===== src/rtl/fifo_fwft_burst_reader.sv =====
// Drains a first-word-fall-through FIFO into fixed-length valid/ready bursts.
// A short burst drains leftover words when flush is raised or the idle timeout expires.
module fifo_fwft_burst_reader #(
    parameter int C_DATA_WIDTH = 128,
    parameter int C_BURST_LEN  = 8,
    parameter int C_TIMEOUT    = 256
) (
    input  logic                    clk,
    input  logic                    rst,
    input  logic [C_DATA_WIDTH-1:0] fifo_dataout,
    input  logic                    fifo_empty,
    input  logic [17:0]             fifo_count,
    output logic                    fifo_rden,
    input  logic                    flush,
    output logic [C_DATA_WIDTH-1:0] m_data,
    output logic                    m_valid,
    input  logic                    m_ready,
    output logic                    m_last,
    output logic [15:0]             m_len,
    output logic                    busy,
    output logic [31:0]             burst_cnt
);

    typedef enum logic {S_IDLE, S_BURST} state_t;

    localparam logic [17:0] FULL_CNT = 18'(C_BURST_LEN);
    localparam logic [31:0] TO_LAST  = (C_TIMEOUT == 0) ? 32'd0 : 32'(C_TIMEOUT - 1);
    localparam bit          TO_EN    = (C_TIMEOUT != 0);

    state_t      state, state_nx;
    logic [15:0] rem, rem_nx, len_nx;
    logic [31:0] timer, timer_nx, burst_cnt_nx;
    logic        has_data, start_full, start_short;

    assign has_data    = (fifo_count != 18'd0);
    assign start_full  = (fifo_count >= FULL_CNT);
    // Short bursts only cover residue below one full burst; a full burst always wins.
    assign start_short = has_data && !start_full && (flush || (TO_EN && timer == TO_LAST));

    assign m_data = fifo_dataout;
    assign busy   = (state == S_BURST);

    always_comb begin
        state_nx     = state;
        rem_nx       = rem;
        len_nx       = m_len;
        timer_nx     = timer;
        burst_cnt_nx = burst_cnt;
        m_valid      = 1'b0;
        m_last       = 1'b0;
        fifo_rden    = 1'b0;
        case (state)
            S_IDLE: begin
                if (start_full) begin
                    state_nx = S_BURST;
                    len_nx   = 16'(C_BURST_LEN);
                    rem_nx   = 16'(C_BURST_LEN);
                    timer_nx = 32'd0;
                end else if (start_short) begin
                    state_nx = S_BURST;
                    len_nx   = fifo_count[15:0];
                    rem_nx   = fifo_count[15:0];
                    timer_nx = 32'd0;
                end else if (!has_data) begin
                    timer_nx = 32'd0;
                end else begin
                    timer_nx = timer + 32'd1;
                end
            end
            S_BURST: begin
                timer_nx = 32'd0;
                // Valid follows empty so a lagging empty flag just stalls the beat.
                m_valid   = ~fifo_empty;
                m_last    = (rem == 16'd1);
                fifo_rden = m_valid & m_ready;
                if (fifo_rden) begin
                    rem_nx = rem - 16'd1;
                    if (m_last) begin
                        state_nx     = S_IDLE;
                        burst_cnt_nx = burst_cnt + 32'd1;
                    end
                end
            end
            default: state_nx = S_IDLE;
        endcase
    end

    always_ff @(posedge clk) begin
        if (rst) begin
            state     <= S_IDLE;
            rem       <= 16'd0;
            m_len     <= 16'd0;
            timer     <= 32'd0;
            burst_cnt <= 32'd0;
        end else begin
            state     <= state_nx;
            rem       <= rem_nx;
            m_len     <= len_nx;
            timer     <= timer_nx;
            burst_cnt <= burst_cnt_nx;
        end
    end

endmodule


===== config.mk =====
export PLATFORM = sky130hd
export DESIGN_NAME = fifo_fwft_burst_reader
export DESIGN_NICKNAME = d
export VERILOG_FILES = /design/src/rtl/fifo_fwft_burst_reader.sv
export SDC_FILE = /design/constraint.sdc
export NUM_CORES = 1
export LEC_CHECK = 0
export CORE_AREA = 2 2 127 129
export DETAILED_ROUTE_END_ITERATION = 7
export DIE_AREA = 0 0 129 131
export PLACE_DENSITY = 0.77
export SLEW_MARGIN = 30
export SYNTH_ARGS = -nofsm -noshare
export SYNTH_HDL_FRONTEND = slang
export SYNTH_SLANG_ARGS = --single-unit

===== constraint.sdc =====
create_clock -name clk -period 3.7 [get_ports clk]
set_input_delay 0.925 -clock clk [delete_from_list [all_inputs] [get_ports clk]]
set_output_delay 0.925 -clock clk [all_outputs]
set_load 0.005 [all_outputs]

### Yosys cells after proc, flatten, opt, wreduce, memory -nomap -nowiden

Index checks and enable logic that the tools add are counted.

| operators by class | value |
|---|---|
| add/subtract/negate cells | 3 |
| $mul | 0 |
| divide/modulo/power cells | 0 |
| magnitude comparators | 1 |
| equality and inequality tests | 4 |
| shift-type cells | 0 |
| mux-type cells | 16 |
| bitwise logic cells | 3 |
| reductions and logical operators | 9 |

Operator list:

| operator | count |
|---|---|
| two-way mux 32 bit | 3 |
| adder 32 x 1 -> 32 bit, second input constant | 2 |
| case mux 32 bit (2 select lines) | 1 |
| two-way mux 16 bit | 3 |
| equality test 32 x 8 -> 1 bit, second input constant | 1 |
| case mux 16 bit (2 select lines) | 1 |
| >= comparator 18 x 4 -> 1 bit, second input constant | 1 |
| nonzero test 18 bit | 1 |
| equality test 16 x 1 -> 1 bit, second input constant | 1 |
| subtractor 16 x 1 -> 16 bit, second input constant | 1 |
| two-way mux 1 bit | 7 |
| AND reduction 2 bit | 2 |
| != test 3 bit, second input constant | 1 |
| AND reduction 3 bit | 1 |
| logical AND 1 bit | 2 |
| != test 2 x 1 -> 1 bit, second input constant | 1 |
| inverter 1 bit | 2 |
| case mux 1 bit (2 select lines) | 1 |
| nonzero test 2 bit | 1 |
| bitwise AND 1 bit | 1 |
| logical NOT 1 bit | 1 |
| logical OR 1 bit | 1 |

| storage, ports and cells | value |
|---|---|
| register bits after elaboration | 97 |
| latch bits | 0 |
| RAM bits | 0 |
| bits in read-only memories | 0 |
| input port bits | 151 |
| output and inout port bits | 180 |
| word-level logic and storage cells | 41 |
| memories | 0 |

### Logic depth before layout (Yosys ltp)

| logic depth | value |
|---|---|
| depth in word-level cells | 7 |
| gate-level depth with buffers | 9 |

### Worst setup path after synthesis

Ideal clock, no wire load.

| path | value |
|---|---|
| kind | input port to flip-flop |
| from | input fifo_count[17] |
| to | register timer[10] |
| setup time | 0.065 ns |
| data arrival time | 2.717 ns |
| setup slack | 0.918 ns |
| stages on the path | 7 |
| buffers on the path | 2 |
| cells stage by stage | nor4_1 nand4_1 nor2_1 or4b_2 clkbuf_1 clkbuf_1 nor2_1 |

| between the ends | value |
|---|---|
| word-level cells in the longest chain between the ends | 7 |
| elaborated cells between the ends (all ways) | 9 |
| classes of those cells | 1 x order compare; 4 x mux; 4 x reduce/logical |

RTL lines:

| what | RTL line | RTL |
|---|---|---|
| from (decl) | 12 | `input logic [17:0] fifo_count,` |
| >= comparator 18 x 4 -> 1 bit | 36 | `assign start_full = (fifo_count >= FULL_CNT);` |
| logical NOT 1 bit | 38 | `assign start_short = has_data && !start_full && (flush \|\| (TO_EN && timer == TO_LAST));` |
| logical AND 1 bit (2 in a row) | 38 |  |
| two-way mux 32 bit | 59 | `end else if (start_short) begin` |
| two-way mux 32 bit (*) | 54 | `if (start_full) begin` |
| case mux 32 bit (2 select lines) (*) | 52 | `case (state)` |
| to (signal assigned) | 99 | `timer <= timer_nx;` |
| to (decl) | 32 | `logic [31:0] timer, timer_nx, burst_cnt_nx;` |

Every way passes the cells marked *; elsewhere a longest branch is shown, timed or not.
A chain may end at the register's enable or synchronous reset.

### Worst setup path after layout

| path | value |
|---|---|
| from | register rem[2] |
| to | output m_last |

| between the ends | value |
|---|---|
| word-level cells in the longest chain between the ends | 2 |

RTL lines:

| what | RTL line | RTL |
|---|---|---|
| from (decl) | 31 | `logic [15:0] rem, rem_nx, len_nx;` |
| from (signal assigned) | 97 | `rem <= rem_nx;` |
| equality test 16 x 1 -> 1 bit | 74 | `m_last = (rem == 16'd1);` |
| two-way mux 1 bit | 52 |  |
| to (decl) | 18 | `output logic m_last,` |

Every way passes these cells.

==> results.md <==
- CTS root buffer: clkbuf_16
- Num CTS Buffers: 9
- Most common flop cell mapped by yosys: dfxtp_1
- Final instance area: between 5000 and 6000 um^2
- WP data required: 2.77 ns
- DRC Markers: 0
- Synth area leaders: dfxtp_1, buf_4, nor2_1
- Setup TNS: 0 ns
- Cell Area, Synth: 5570 um^2
- FF-to-FF Start: rem[2]
- Iteration-0 DRC Markers: between 300 and 400
- Placement Cell Area: 5610 um^2
- Initial antenna violation count: 0
- P per Cell Area: 372 nW/um^2
- Max Slew Vio Count: 0
- DIE HEIGHT: around 130 um
- GPL Wtd Cong: 0.808
- Core Region: ~16000 um^2
- Setup Skew: 0.00546 ns
- Hold-fix buffers at CTS: 0
- Final Total Pwr: 2.20 mW
- Site Rows: 46
- TritonRoute pass-1 iters: 4
- Crit path time final: roughly 3.4 ns
- Initial Util: 0.357
- Final period utilization: 0.913
- Via density: 5.22
- FF+latch count, synth: 97
- Crit Path Class: flip-flop to primary output
- Peak Freq: 296 MHz
- EDFF count, synth: 0
- WL final: 12300 um
- Ys Warns: 0
- Num ports: 331
- First-pass GRT wire length: 20000 um
- Mapped Avg Cell Area: 8.20 um^2
- Startpoint types: flip-flop
- Setup violators final: 0
- Worst slew pin tran: between 0.7 and 0.8 ns
- Area grow syn2layout: 6.20%
- Largest net degree at the start of global routing: 71
- Max-slew headroom: 0.507
- Post-CTS Setup Bufs: 0
- Clock transition at the registers of the reported paths: around 0.07 ns
- Hpwl dp: 8700 um
- Ant. Diodes: 0
- Total Routing Usage GR: 0.146
- Startpoint of the worst hold path: m_len[8]
- Asr flop ratio synth: 0
- CP arrival: 2.45 ns
- IO buf count: between 70 and 80
- Clock Sinks: 97
- H-Tree Level Count: 3
- Final cell count without fillers: 845
- CP Capture Type: primary output
- Layout cells sized above 1: 0.0684
- Synth Net Count: around 840
- Cts repair resizes: 0
- Min-Delay Path Class: flip-flop to flip-flop
- Post-synthesis sequential area ratio: 0.348
- Antenna-violating nets left: 0
- Status: completed
- WL per Instance: 14.5 um
- Fin Hold WS: 0.459 ns
- Chip Width: around 130 um
- Area leader, netlist: dfxtp_1
- Inst Count DP: 829
- Fin nets: 779
- Routed via count: 4407
- RSZ-0062 raised after global routing: false
- Vias in the first global route: between 4000 and 5000
- Yosys cell types: 47
- Clock latency on the worst-skew pair: between 0.3 and 0.4 ns
- R2r setup slk: 1.00 ns
- Syn Inst Count: 680
- Yosys top cell area share: 0.348
- Final-report hold violation count: 0
- Worst vdd ir: 0.227 mV
- Max-Cap Viols: 0
- CTS tree: done
- CP max FO: 7
- DIE AREA: 16900 um^2
- Longest Clk Path Bufs: 2
- Setup crit start: rem[2]
- Grt total ovfl: 0
- Pleak: ~2.0 nW
==> worst max-delay path, stage by stage, from the launching register on <==
cell and delay, ns:
dfxtp_1 0.38, nor4_4 0.42, and4_1 0.29, nand3_1 0.26, nor2_1 0.23, clkdlybuf4s50_1 0.53
==> registers in the layout, summed over array words and instances, names as in the netlist <==
| signal | flops |
|---|---|
| busy | 1 |
| m_len | 16 |
| rem | 16 |
| burst_cnt | 32 |
| timer | 32 |
==> kinds of logic (layout without fill, tap and decap cells) <==
| family | Yosys count | in the layout | share of synthesized area |
|---|---|---|---|
| AO/OA/AOI/OAI | 87 | 87 | 0.103 |
| AND/OR/NAND/NOR | 281 | 281 | 0.268 |
| flip-flops | 97 | 97 | 0.348 |
| buffers and inverters | 167 | 116 | 0.199 |
| adder cells (fa/ha/maj) | 4 | 4 | 0.00898 |
| multiplexers | 8 | 8 | 0.0159 |
| XOR/XNOR | 36 | 36 | 0.0566 |
==> path summary, 6_finish.rpt <==
path / endpoint / depth (start not counted)
worst max-delay path: m_last / 5
worst min-delay path: m_len[8] / 1
worst max register to register: burst_cnt[23] / 6
worst min register to register: m_len[8] / 1
==> through the flow <==
step,utilization,setup slack [ns]
6_report,0.380,0.323
2_1_floorplan,-,0.918
3_3_place_gp,0.360,0.427
3_5_place_dp,0.360,0.360
5_1_grt,0.380,0.209
4_1_cts,0.379,0.345
==> metal layers <==
| layer | vias to the layer above | share of wire | track usage |
|---|---|---|---|
| met5 | - | 0 | 0.0176 |
| met4 | 0 | 0.022 | 0.0543 |
| met3 | 30 | 0.081 | 0.0525 |
| met2 | 189 | 0.45 | 0.223 |
| met1 | 2045 | 0.45 | 0.189 |
| li1 | 2143 | - | - |
==> layout make-up <==
| type | instances | area [um^2] |
|---|---|---|
| clock inverter | 3 | 65.1 |
| timing repair buffer | 86 | 826 |
| clock buffer | 13 | 240 |
| fill | 1592 | 9680 |
| inverter | 14 | 52.6 |
| tap | 216 | 270 |
| sequential | 97 | 1940 |
| multi-input combinational | 416 | 2520 |
==> power by group <==
part | total (mW) | internal (mW) | switching (mW)
Sequential | 1.07 | 1.05 | 0.0118
Combinational | 0.157 | 0.0666 | 0.0903
Clock | 0.981 | 0.593 | 0.388
Total | 2.20 | 1.71 | 0.490
==> synthesized netlist by cell type (2+ instances only) <==
| cell | n |
|---|---|
| buf_4 | 128 |
| dfxtp_1 | 97 |
| nor2_1 | 80 |
| nand2_1 | 33 |
| a21oi_1 | 27 |
| nand3_1 | 27 |
| nand4_1 | 25 |
| xor2_1 | 23 |
| clkbuf_1 | 22 |
| nor3_1 | 21 |
| and2_1 | 18 |
| nor4_1 | 18 |
| o21ai_0 | 13 |
| xnor2_1 | 13 |
| inv_1 | 12 |
| and4_1 | 11 |
| a311oi_1 | 10 |
| nand2b_1 | 10 |
| o31ai_1 | 10 |
| or3_1 | 9 |
| or4_1 | 9 |
| and3_1 | 7 |
| mux2_2 | 7 |
| nor2b_1 | 7 |
| a31o_2 | 5 |
| a31oi_1 | 5 |
| a211oi_1 | 4 |
| ha_1 | 4 |
| buf_2 | 3 |
| o32ai_1 | 3 |
| a21o_1 | 2 |
| nor4_4 | 2 |
==> cell usage in the layout (no fill, tap or decap), types with 10 or more instances in the layout <==
| cell type | n |
|---|---|
| and4_1 | 11 |
| o31ai_1 | 10 |
| o21ai_0 | 13 |
| nand2b_1 | 10 |
| nor4_1 | 18 |
| nor2_1 | 79 |
| a21oi_1 | 27 |
| buf_4 | 12 |
| nand2_1 | 33 |
| xnor2_1 | 13 |
| inv_1 | 12 |
| dfxtp_1 | 97 |
| nor3_1 | 21 |
| nand4_1 | 25 |
| xor2_1 | 23 |
| clkdlybuf4s50_1 | 73 |
| a311oi_1 | 10 |
| nand3_1 | 27 |
| and2_1 | 18 |
Note: power is estimated with default switching activity, not from simulation.
